## config.mk

```make
export PLATFORM = sky130hd
export DESIGN_NAME = lsu_ctrl_flat
export DESIGN_NICKNAME = d
export VERILOG_FILES = /design/src/rtl/lsu_ctrl_if.sv /design/src/rtl/lsu_ctrl.sv /design/src/flat_wrapper.sv
export SDC_FILE = /design/constraint.sdc
export NUM_CORES = 1
export LEC_CHECK = 0
export ABC_AREA = 1
export CAP_MARGIN = 10
export CORE_ASPECT_RATIO = 1.75
export CORE_MARGIN = 2
export CORE_UTILIZATION = 45
export DETAILED_ROUTE_END_ITERATION = 12
export HOLD_SLACK_MARGIN = 0.15
export PLACE_DENSITY_LB_ADDON = 0.3
export SYNTH_ARGS = -nofsm -noshare
export SYNTH_HDL_FRONTEND = slang
export SYNTH_SLANG_ARGS = --single-unit
```

## constraint.sdc

```tcl
create_clock -name clk -period 1.55 [get_ports clk]
set_input_delay 0.155 -clock clk [delete_from_list [all_inputs] [get_ports clk]]
set_output_delay 0.155 -clock clk [all_outputs]
set_load 0.03 [all_outputs]
```

## src/rtl/lsu_ctrl_if.sv

```systemverilog
// Bundle of core-request and data-memory signals for the load/store unit.
// The slave view is the controller; the master view drives requests and plays memory.
interface lsu_ctrl_if;
  logic        req_valid;
  logic        req_ready;
  logic        req_we;
  logic [2:0]  req_funct3;
  logic [31:0] req_addr;
  logic [31:0] req_wdata;
  logic        mem_req;
  logic        mem_we;
  logic [31:0] mem_addr;
  logic [3:0]  mem_be;
  logic [31:0] mem_wdata;
  logic        mem_ack;
  logic [31:0] mem_rdata;
  logic [31:0] ld_data;
  logic        done;
  logic        err;
  logic        busy;

  modport slave (
    input  req_valid, req_we, req_funct3, req_addr, req_wdata, mem_ack, mem_rdata,
    output req_ready, mem_req, mem_we, mem_addr, mem_be, mem_wdata, ld_data, done, err, busy
  );

  modport master (
    output req_valid, req_we, req_funct3, req_addr, req_wdata, mem_ack, mem_rdata,
    input  req_ready, mem_req, mem_we, mem_addr, mem_be, mem_wdata, ld_data, done, err, busy
  );
endinterface

```

## src/rtl/lsu_ctrl.sv

```systemverilog
// Load/store controller: one outstanding word-aligned access, ack timeout,
// and load-data extraction/extension for writeback.

// One byte lane: its enable bit and replicated store byte for the request size.
module lsu_lane #(
  parameter int LANE = 0
) (
  input  logic [1:0]  size_i,
  input  logic [1:0]  off_i,
  input  logic        we_i,
  input  logic [31:0] wdata_i,
  output logic        be_o,
  output logic [7:0]  wbyte_o
);
  localparam logic [1:0] L = 2'(LANE);

  always_comb begin
    be_o    = 1'b0;
    wbyte_o = 8'h00;
    case (size_i)
      2'b00: begin
        be_o    = (off_i == L);
        wbyte_o = wdata_i[7:0];
      end
      2'b01: begin
        be_o    = (off_i[1] == L[1]);
        wbyte_o = wdata_i[8*(LANE%2) +: 8];
      end
      default: begin
        be_o    = 1'b1;
        wbyte_o = wdata_i[8*LANE +: 8];
      end
    endcase
    if (!we_i) wbyte_o = 8'h00;
  end
endmodule

module lsu_ctrl #(
  parameter int TIMEOUT = 15
) (
  input logic         clk,
  input logic         rst_n,
  lsu_ctrl_if.slave   bus
);
  localparam int NUM_LANES = 4;
  localparam int LANE_W    = 8;
  localparam logic [7:0] TO_LAST = 8'(TIMEOUT - 1);

  typedef enum logic {IDLE, WAIT} state_t;

  typedef struct packed {
    logic       we;
    logic [2:0] funct3;
    logic [1:0] off;
  } acc_t;

  state_t      state_q, state_d;
  acc_t        acc_q, acc_d;
  logic [7:0]  cnt_q, cnt_d;
  logic [31:0] addr_q, addr_d;
  logic [31:0] wdata_q, wdata_d;
  logic [31:0] ld_q, ld_d;
  logic [3:0]  be_q, be_d;
  logic        we_q, we_d;
  logic        done_q, done_d;
  logic        err_q, err_d;

  logic [NUM_LANES-1:0]             lane_be;
  logic [NUM_LANES-1:0][LANE_W-1:0] lane_wd;

  for (genvar g = 0; g < NUM_LANES; g++) begin : g_lane
    lsu_lane #(.LANE(g)) u_lane (
      .size_i  (bus.req_funct3[1:0]),
      .off_i   (bus.req_addr[1:0]),
      .we_i    (bus.req_we),
      .wdata_i (bus.req_wdata),
      .be_o    (lane_be[g]),
      .wbyte_o (lane_wd[g])
    );
  end

  logic f3_ok, misal, legal;

  always_comb begin
    case (bus.req_funct3)
      3'b000, 3'b001, 3'b010: f3_ok = 1'b1;
      3'b100, 3'b101:         f3_ok = !bus.req_we;  // unsigned forms exist only for loads
      default:                f3_ok = 1'b0;
    endcase
    misal = ((bus.req_funct3[1:0] == 2'b01) && bus.req_addr[0]) ||
            ((bus.req_funct3[1:0] == 2'b10) && (bus.req_addr[1:0] != 2'b00));
    legal = f3_ok && !misal;
  end

  logic [7:0]  ld_b;
  logic [15:0] ld_h;
  logic [31:0] ld_fmt;

  always_comb begin
    ld_b = bus.mem_rdata[{acc_q.off, 3'b000} +: 8];
    ld_h = acc_q.off[1] ? bus.mem_rdata[31:16] : bus.mem_rdata[15:0];
    case (acc_q.funct3)
      3'b000:  ld_fmt = {{24{ld_b[7]}}, ld_b};
      3'b100:  ld_fmt = {24'h0, ld_b};
      3'b001:  ld_fmt = {{16{ld_h[15]}}, ld_h};
      3'b101:  ld_fmt = {16'h0, ld_h};
      default: ld_fmt = bus.mem_rdata;
    endcase
  end

  always_comb begin
    state_d = state_q;
    acc_d   = acc_q;
    cnt_d   = cnt_q;
    addr_d  = addr_q;
    wdata_d = wdata_q;
    be_d    = be_q;
    we_d    = we_q;
    ld_d    = ld_q;
    done_d  = 1'b0;
    err_d   = 1'b0;
    case (state_q)
      IDLE: begin
        if (bus.req_valid) begin
          if (!legal) begin
            err_d = 1'b1;
          end else begin
            addr_d  = {bus.req_addr[31:2], 2'b00};
            be_d    = lane_be;
            wdata_d = lane_wd;
            we_d    = bus.req_we;
            acc_d   = '{we: bus.req_we, funct3: bus.req_funct3, off: bus.req_addr[1:0]};
            cnt_d   = 8'h00;
            state_d = WAIT;
          end
        end
      end
      WAIT: begin
        // Ack is tested first so it wins over a timeout on the same edge.
        if (bus.mem_ack) begin
          if (!acc_q.we) ld_d = ld_fmt;
          done_d  = 1'b1;
          we_d    = 1'b0;
          state_d = IDLE;
        end else if (cnt_q >= TO_LAST) begin
          err_d   = 1'b1;
          we_d    = 1'b0;
          state_d = IDLE;
        end else begin
          cnt_d = cnt_q + 8'h01;
        end
      end
      default: state_d = IDLE;
    endcase
  end

  always_ff @(posedge clk or negedge rst_n) begin
    if (!rst_n) begin
      state_q <= IDLE;
      acc_q   <= '0;
      cnt_q   <= '0;
      addr_q  <= '0;
      wdata_q <= '0;
      be_q    <= '0;
      we_q    <= 1'b0;
      ld_q    <= '0;
      done_q  <= 1'b0;
      err_q   <= 1'b0;
    end else begin
      state_q <= state_d;
      acc_q   <= acc_d;
      cnt_q   <= cnt_d;
      addr_q  <= addr_d;
      wdata_q <= wdata_d;
      be_q    <= be_d;
      we_q    <= we_d;
      ld_q    <= ld_d;
      done_q  <= done_d;
      err_q   <= err_d;
    end
  end

  assign bus.req_ready = (state_q == IDLE);
  assign bus.mem_req   = (state_q == WAIT);
  assign bus.busy      = (state_q == WAIT);
  assign bus.mem_we    = we_q;
  assign bus.mem_addr  = addr_q;
  assign bus.mem_be    = be_q;
  assign bus.mem_wdata = wdata_q;
  assign bus.ld_data   = ld_q;
  assign bus.done      = done_q;
  assign bus.err       = err_q;
endmodule

```

## src/flat_wrapper.sv

```systemverilog
// flat-port wrapper written by rule: the top's interface ports become plain ports
module lsu_ctrl_flat 
#(
  parameter int TIMEOUT = 15
)
  (clk, rst_n, bus_req_valid, bus_req_we, bus_req_funct3, bus_req_addr, bus_req_wdata, bus_mem_ack, bus_mem_rdata, bus_req_ready, bus_mem_req, bus_mem_we, bus_mem_addr, bus_mem_be, bus_mem_wdata, bus_ld_data, bus_done, bus_err, bus_busy);
  lsu_ctrl_if bus_i ();
  input logic clk;
  input logic rst_n;
  input wire logic [$bits(bus_i.req_valid)-1:0] bus_req_valid;
  input wire logic [$bits(bus_i.req_we)-1:0] bus_req_we;
  input wire logic [$bits(bus_i.req_funct3)-1:0] bus_req_funct3;
  input wire logic [$bits(bus_i.req_addr)-1:0] bus_req_addr;
  input wire logic [$bits(bus_i.req_wdata)-1:0] bus_req_wdata;
  input wire logic [$bits(bus_i.mem_ack)-1:0] bus_mem_ack;
  input wire logic [$bits(bus_i.mem_rdata)-1:0] bus_mem_rdata;
  output wire logic [$bits(bus_i.req_ready)-1:0] bus_req_ready;
  output wire logic [$bits(bus_i.mem_req)-1:0] bus_mem_req;
  output wire logic [$bits(bus_i.mem_we)-1:0] bus_mem_we;
  output wire logic [$bits(bus_i.mem_addr)-1:0] bus_mem_addr;
  output wire logic [$bits(bus_i.mem_be)-1:0] bus_mem_be;
  output wire logic [$bits(bus_i.mem_wdata)-1:0] bus_mem_wdata;
  output wire logic [$bits(bus_i.ld_data)-1:0] bus_ld_data;
  output wire logic [$bits(bus_i.done)-1:0] bus_done;
  output wire logic [$bits(bus_i.err)-1:0] bus_err;
  output wire logic [$bits(bus_i.busy)-1:0] bus_busy;
  assign bus_i.req_valid = bus_req_valid;
  assign bus_i.req_we = bus_req_we;
  assign bus_i.req_funct3 = bus_req_funct3;
  assign bus_i.req_addr = bus_req_addr;
  assign bus_i.req_wdata = bus_req_wdata;
  assign bus_i.mem_ack = bus_mem_ack;
  assign bus_i.mem_rdata = bus_mem_rdata;
  assign bus_req_ready = bus_i.req_ready;
  assign bus_mem_req = bus_i.mem_req;
  assign bus_mem_we = bus_i.mem_we;
  assign bus_mem_addr = bus_i.mem_addr;
  assign bus_mem_be = bus_i.mem_be;
  assign bus_mem_wdata = bus_i.mem_wdata;
  assign bus_ld_data = bus_i.ld_data;
  assign bus_done = bus_i.done;
  assign bus_err = bus_i.err;
  assign bus_busy = bus_i.busy;
  lsu_ctrl #(.TIMEOUT(TIMEOUT)) u_core (.clk(clk), .rst_n(rst_n), .bus(bus_i));
endmodule
```

==> key figures, run 1 <==
Synthesis
  – Post-Synthesis Cells: 748
  – Synthesis-stage register bit count: ~120
  – Post-synth top cells: nand2_1, dfrtp_1, nand3_1
  – Yosys top cell area share: 0.519
  – Post-synthesis sequential area ratio: 0.519
  – Xor/xnor cell area share of the yosys netlist: 0.00157
  – Synth Area in Adders: 0.00448
  – Fraction of registers with async set/reset: 1.00
  – Syn Area/Cell: 7.47 sq um
  – Yosys cell types: 26
  – Synth Flop Type: dfrtp_1
  – Number of synthesized flops with an enable pin: 0
  – Mux contribution to synthesized area: 0
  – Synth Area in Simple Gates: 0.335
  – Biggest area consumer among synthesized cells: dfrtp_1
  – Largest family of logic cells by synthesized area: simple AND/OR/NAND/NOR gates
  – Ranking of synthesized cells by area: dfrtp_1, nand2_1, nand3_1
  – Synth Area in Compound Gates: 0.0689
  – Top-count cell post-synth: nand2_1
  – YS warnings: 0
  – Post-Synthesis Cell Area: 0.00559 sq mm

Setup path
  – Worst Setup EP: bus_req_ready
  – Kind of critical path: flip-flop to output port
  – R2R Path Start: u_core.bus.busy$_DFF_PN0_
  – CP Max Fanout: 5
  – R2r endpoint: u_core.bus.mem_wdata[25]$_DFFE_PN0P_
  – CP endpoint kind: output port
  – Critical Path Start: u_core.bus.busy$_DFF_PN0_
  – Critical path launch point type: flip-flop
  – Critical Path RT: 1.39 ns
  – R2r worst-path depth: 6
  – Worst path arrival time: about 1.3 ns
  – Reg2Reg Setup Slack: between 0.1 and 0.15 ns

Placement
  – Placer Congestion: between 0.9 and 1
  – Dpl hpwl: roughly 13 mm
  – Post-place instance area: between 0.008 and 0.009 sq mm
  – Cells after DPL: roughly 1,100
  – Dpl ws: -0.275 ns
  – PortBufs: between 200 and 250

Timing
  – Final setup fails: 0
  – Hold slack: 0.268 ns
  – Max-slew violation count: 0
  – Clock Skews: 0.0104 ns
  – Max Freq: between 600 and 700 MHz
  – Slew headroom: 0.665
  – Final hold violations: 0
  – Setup ws final: a little over 0.07 ns
  – Crit path time final: ~1.5 ns
  – Least-Margin Pin Slew: about 0.5 ns
  – Period utilization: 0.954

GRT
  – First-pass GRT wire length: 26.9 mm
  – Initial antenna violation count: 0
  – Vias in the first global route: ~5,600
  – Global Route Usage Sum: 0.260
  – Largest net degree at the start of global routing: 76
  – Global route total overflow: 0

Layout
  – Post-layout util: 0.713
  – Share of layout cells above drive strength 1: 0.103
  – Area Overhead vs Synth: 53.9%
  – Number of inserted diodes: 0
  – Filler cells: approximately 1,000
  – Post-route cell area: 0.00860 sq mm
  – Layout net count: about 1,100
  – Finished Layout Cells: ~1,200

Min path
  – Min-Delay Path Class: input port to asynchronous set/reset pin

Clock network
  – Post-CTS Setup Bufs: 0
  – Clock sink count: 116
  – Clock buffer depth: 2
  – CTS clk-pin slew, worst paths: about 0.05 ns
  – CTS Buf Count: 17
  – H-tree Lvls: 4
  – Clock Root Buffer: clkbuf_16
  – Worst skew pair latency: ~0.41 ns
  – TritonCTS clock tree: built

Detailed routing
  – Vias/cell: slightly below 5
  – Remaining DRCs: 0
  – DRT Wirelength: between 15 and 20 mm
  – WL/cell: about 15 um
  – DR pass1 iterations: 5
  – Antenna-violating nets left: 0
  – Via count: 5,597
  – Drt first-iter violations: between 200 and 300

Floorplan
  – Initial Util: 0.463
  – Die Span Y: approximately 150 um
  – Boundary Pins: 210
  – Core area: between 0.01 and 0.015 sq mm
  – Die W: just under 90 um
  – Die area: about 0.013 sq mm
  – Site row count: 53

Power
  – Leak Pwr: 0.00469 uW
  – Power Density: 1550 mW/mm^2
  – Worst VDD drop: a little over 0.001 V

Outcome
  – Status: complete, no violations

Flow run
  – Max-cap violations: 0
per-layer routing:
| metal | GRT usage | vias up | wire length, um |
|---|---|---|---|
| met4 | 0.104 | 0 | 467 |
| met5 | 0 | - | 0 |
| li1 | - | 2773 | - |
| met1 | 0.288 | 2559 | 6200 |
| met3 | 0.0763 | 30 | 1140 |
| met2 | 0.459 | 235 | 9030 |
worst max-delay path, stage by stage, from the launching register on:
cell and delay [ns]:
dfrtp_1 0.37, buf_4 0.15, inv_1 0.09, clkdlybuf4s15_2 0.31
timing repair:
action                                  CTS  global route
endpoints found under the setup margin  103            11
endpoints found under the hold margin   116             0
hold buffers                              1             0
resized for setup                       105             4
final cells by class:
class                           instances  area [sq um]  area share
Tap cell                              165           206      0.0240
Inverter                               51           191      0.0223
Clock buffer                           22           464      0.0540
Sequential cell                       116          2900       0.337
Multi-Input combinational cell        543          2310       0.268
Timing Repair Buffer                  252          2420       0.282
Clock inverter                          9           105      0.0122
worst min-delay path by stage:
stage,cells after the start,start,endpoint
2_1_floorplan,0,rst_n,u_core.acc_q[0]$_DFFE_PN0P_
4_1_cts,3,bus_req_addr[25],u_core.bus.mem_addr[25]$_DFFE_PN0P_
3_3_place_gp,2,rst_n,u_core.bus.ld_data[2]$_DFFE_PN0P_
5_1_grt,3,bus_req_addr[12],u_core.bus.mem_addr[12]$_DFFE_PN0P_
6_report,3,rst_n,u_core.bus.ld_data[2]$_DFFE_PN0P_
3_5_place_dp,2,rst_n,u_core.bus.ld_data[2]$_DFFE_PN0P_
placed cells by master (no fill, tap or decap), types with 3 or more instances in the layout:
master,count
nand2_1,366
dfrtp_1,116
clkdlybuf4s50_1,102
dlygate4sd2_1,102
inv_1,47
nand3_1,47
a21oi_1,40
buf_4,34
o21ai_0,31
nor2_1,21
clkbuf_16,17
or2_2,16
buf_12,11
inv_2,4
clkinvlp_4,4
nand3_2,3
nand3b_1,3
clkbuf_1,3
clkinv_2,3
sequential cells by signal, summed over array words and instances, names as in the netlist:
name                  flops
u_core.bus.mem_wdata     32
u_core.bus.err            1
u_core.bus.mem_addr      30
u_core.bus.mem_we         1
u_core.bus.done           1
u_core.bus.ld_data       32
u_core.bus.busy           1
u_core.acc_q              6
u_core.bus.mem_be         4
u_core.cnt_q              8
logic make-up (layout without fill, tap and decap cells):
kind of cell / Yosys count / after routing
fa+ha+maj: 2 / 2
buf+inv: 90 / 334
xor+xnor: 1 / 1
flops: 116 / 116
simple gates: 462 / 462
other cells: 1 / 2
compound gates: 76 / 76
per-stage QoR:
stage	total power, uW	setup TNS, ns
floorplan	7520	0
global placement	10100	-13.04
detailed placement	10200	-14.83
CTS	13400	0
global route	14100	-0.0108
finish	13300	0
report_power, final:
part	internal (uW)	total (uW)	leakage [uW]	switching, uW
logic	1880	5180	0.00296	3310
clock network	2430	3780	0.000268	1350
registers	3880	4350	0.00146	470
Note: power is estimated with default switching activity, not from simulation.
==> run 2: changes to the inputs <==
--- a/config.mk
+++ b/config.mk
@@ -11,7 +11,7 @@
 export CORE_MARGIN = 2
 export CORE_UTILIZATION = 45
 export DETAILED_ROUTE_END_ITERATION = 12
-export HOLD_SLACK_MARGIN = 0.15
+export HOLD_SLACK_MARGIN = 0.08
 export PLACE_DENSITY_LB_ADDON = 0.3
 export SYNTH_ARGS = -nofsm -noshare
 export SYNTH_HDL_FRONTEND = slang
==> results of run 2 <==
Final layout, timing and power as in run 1 (identical DEF).
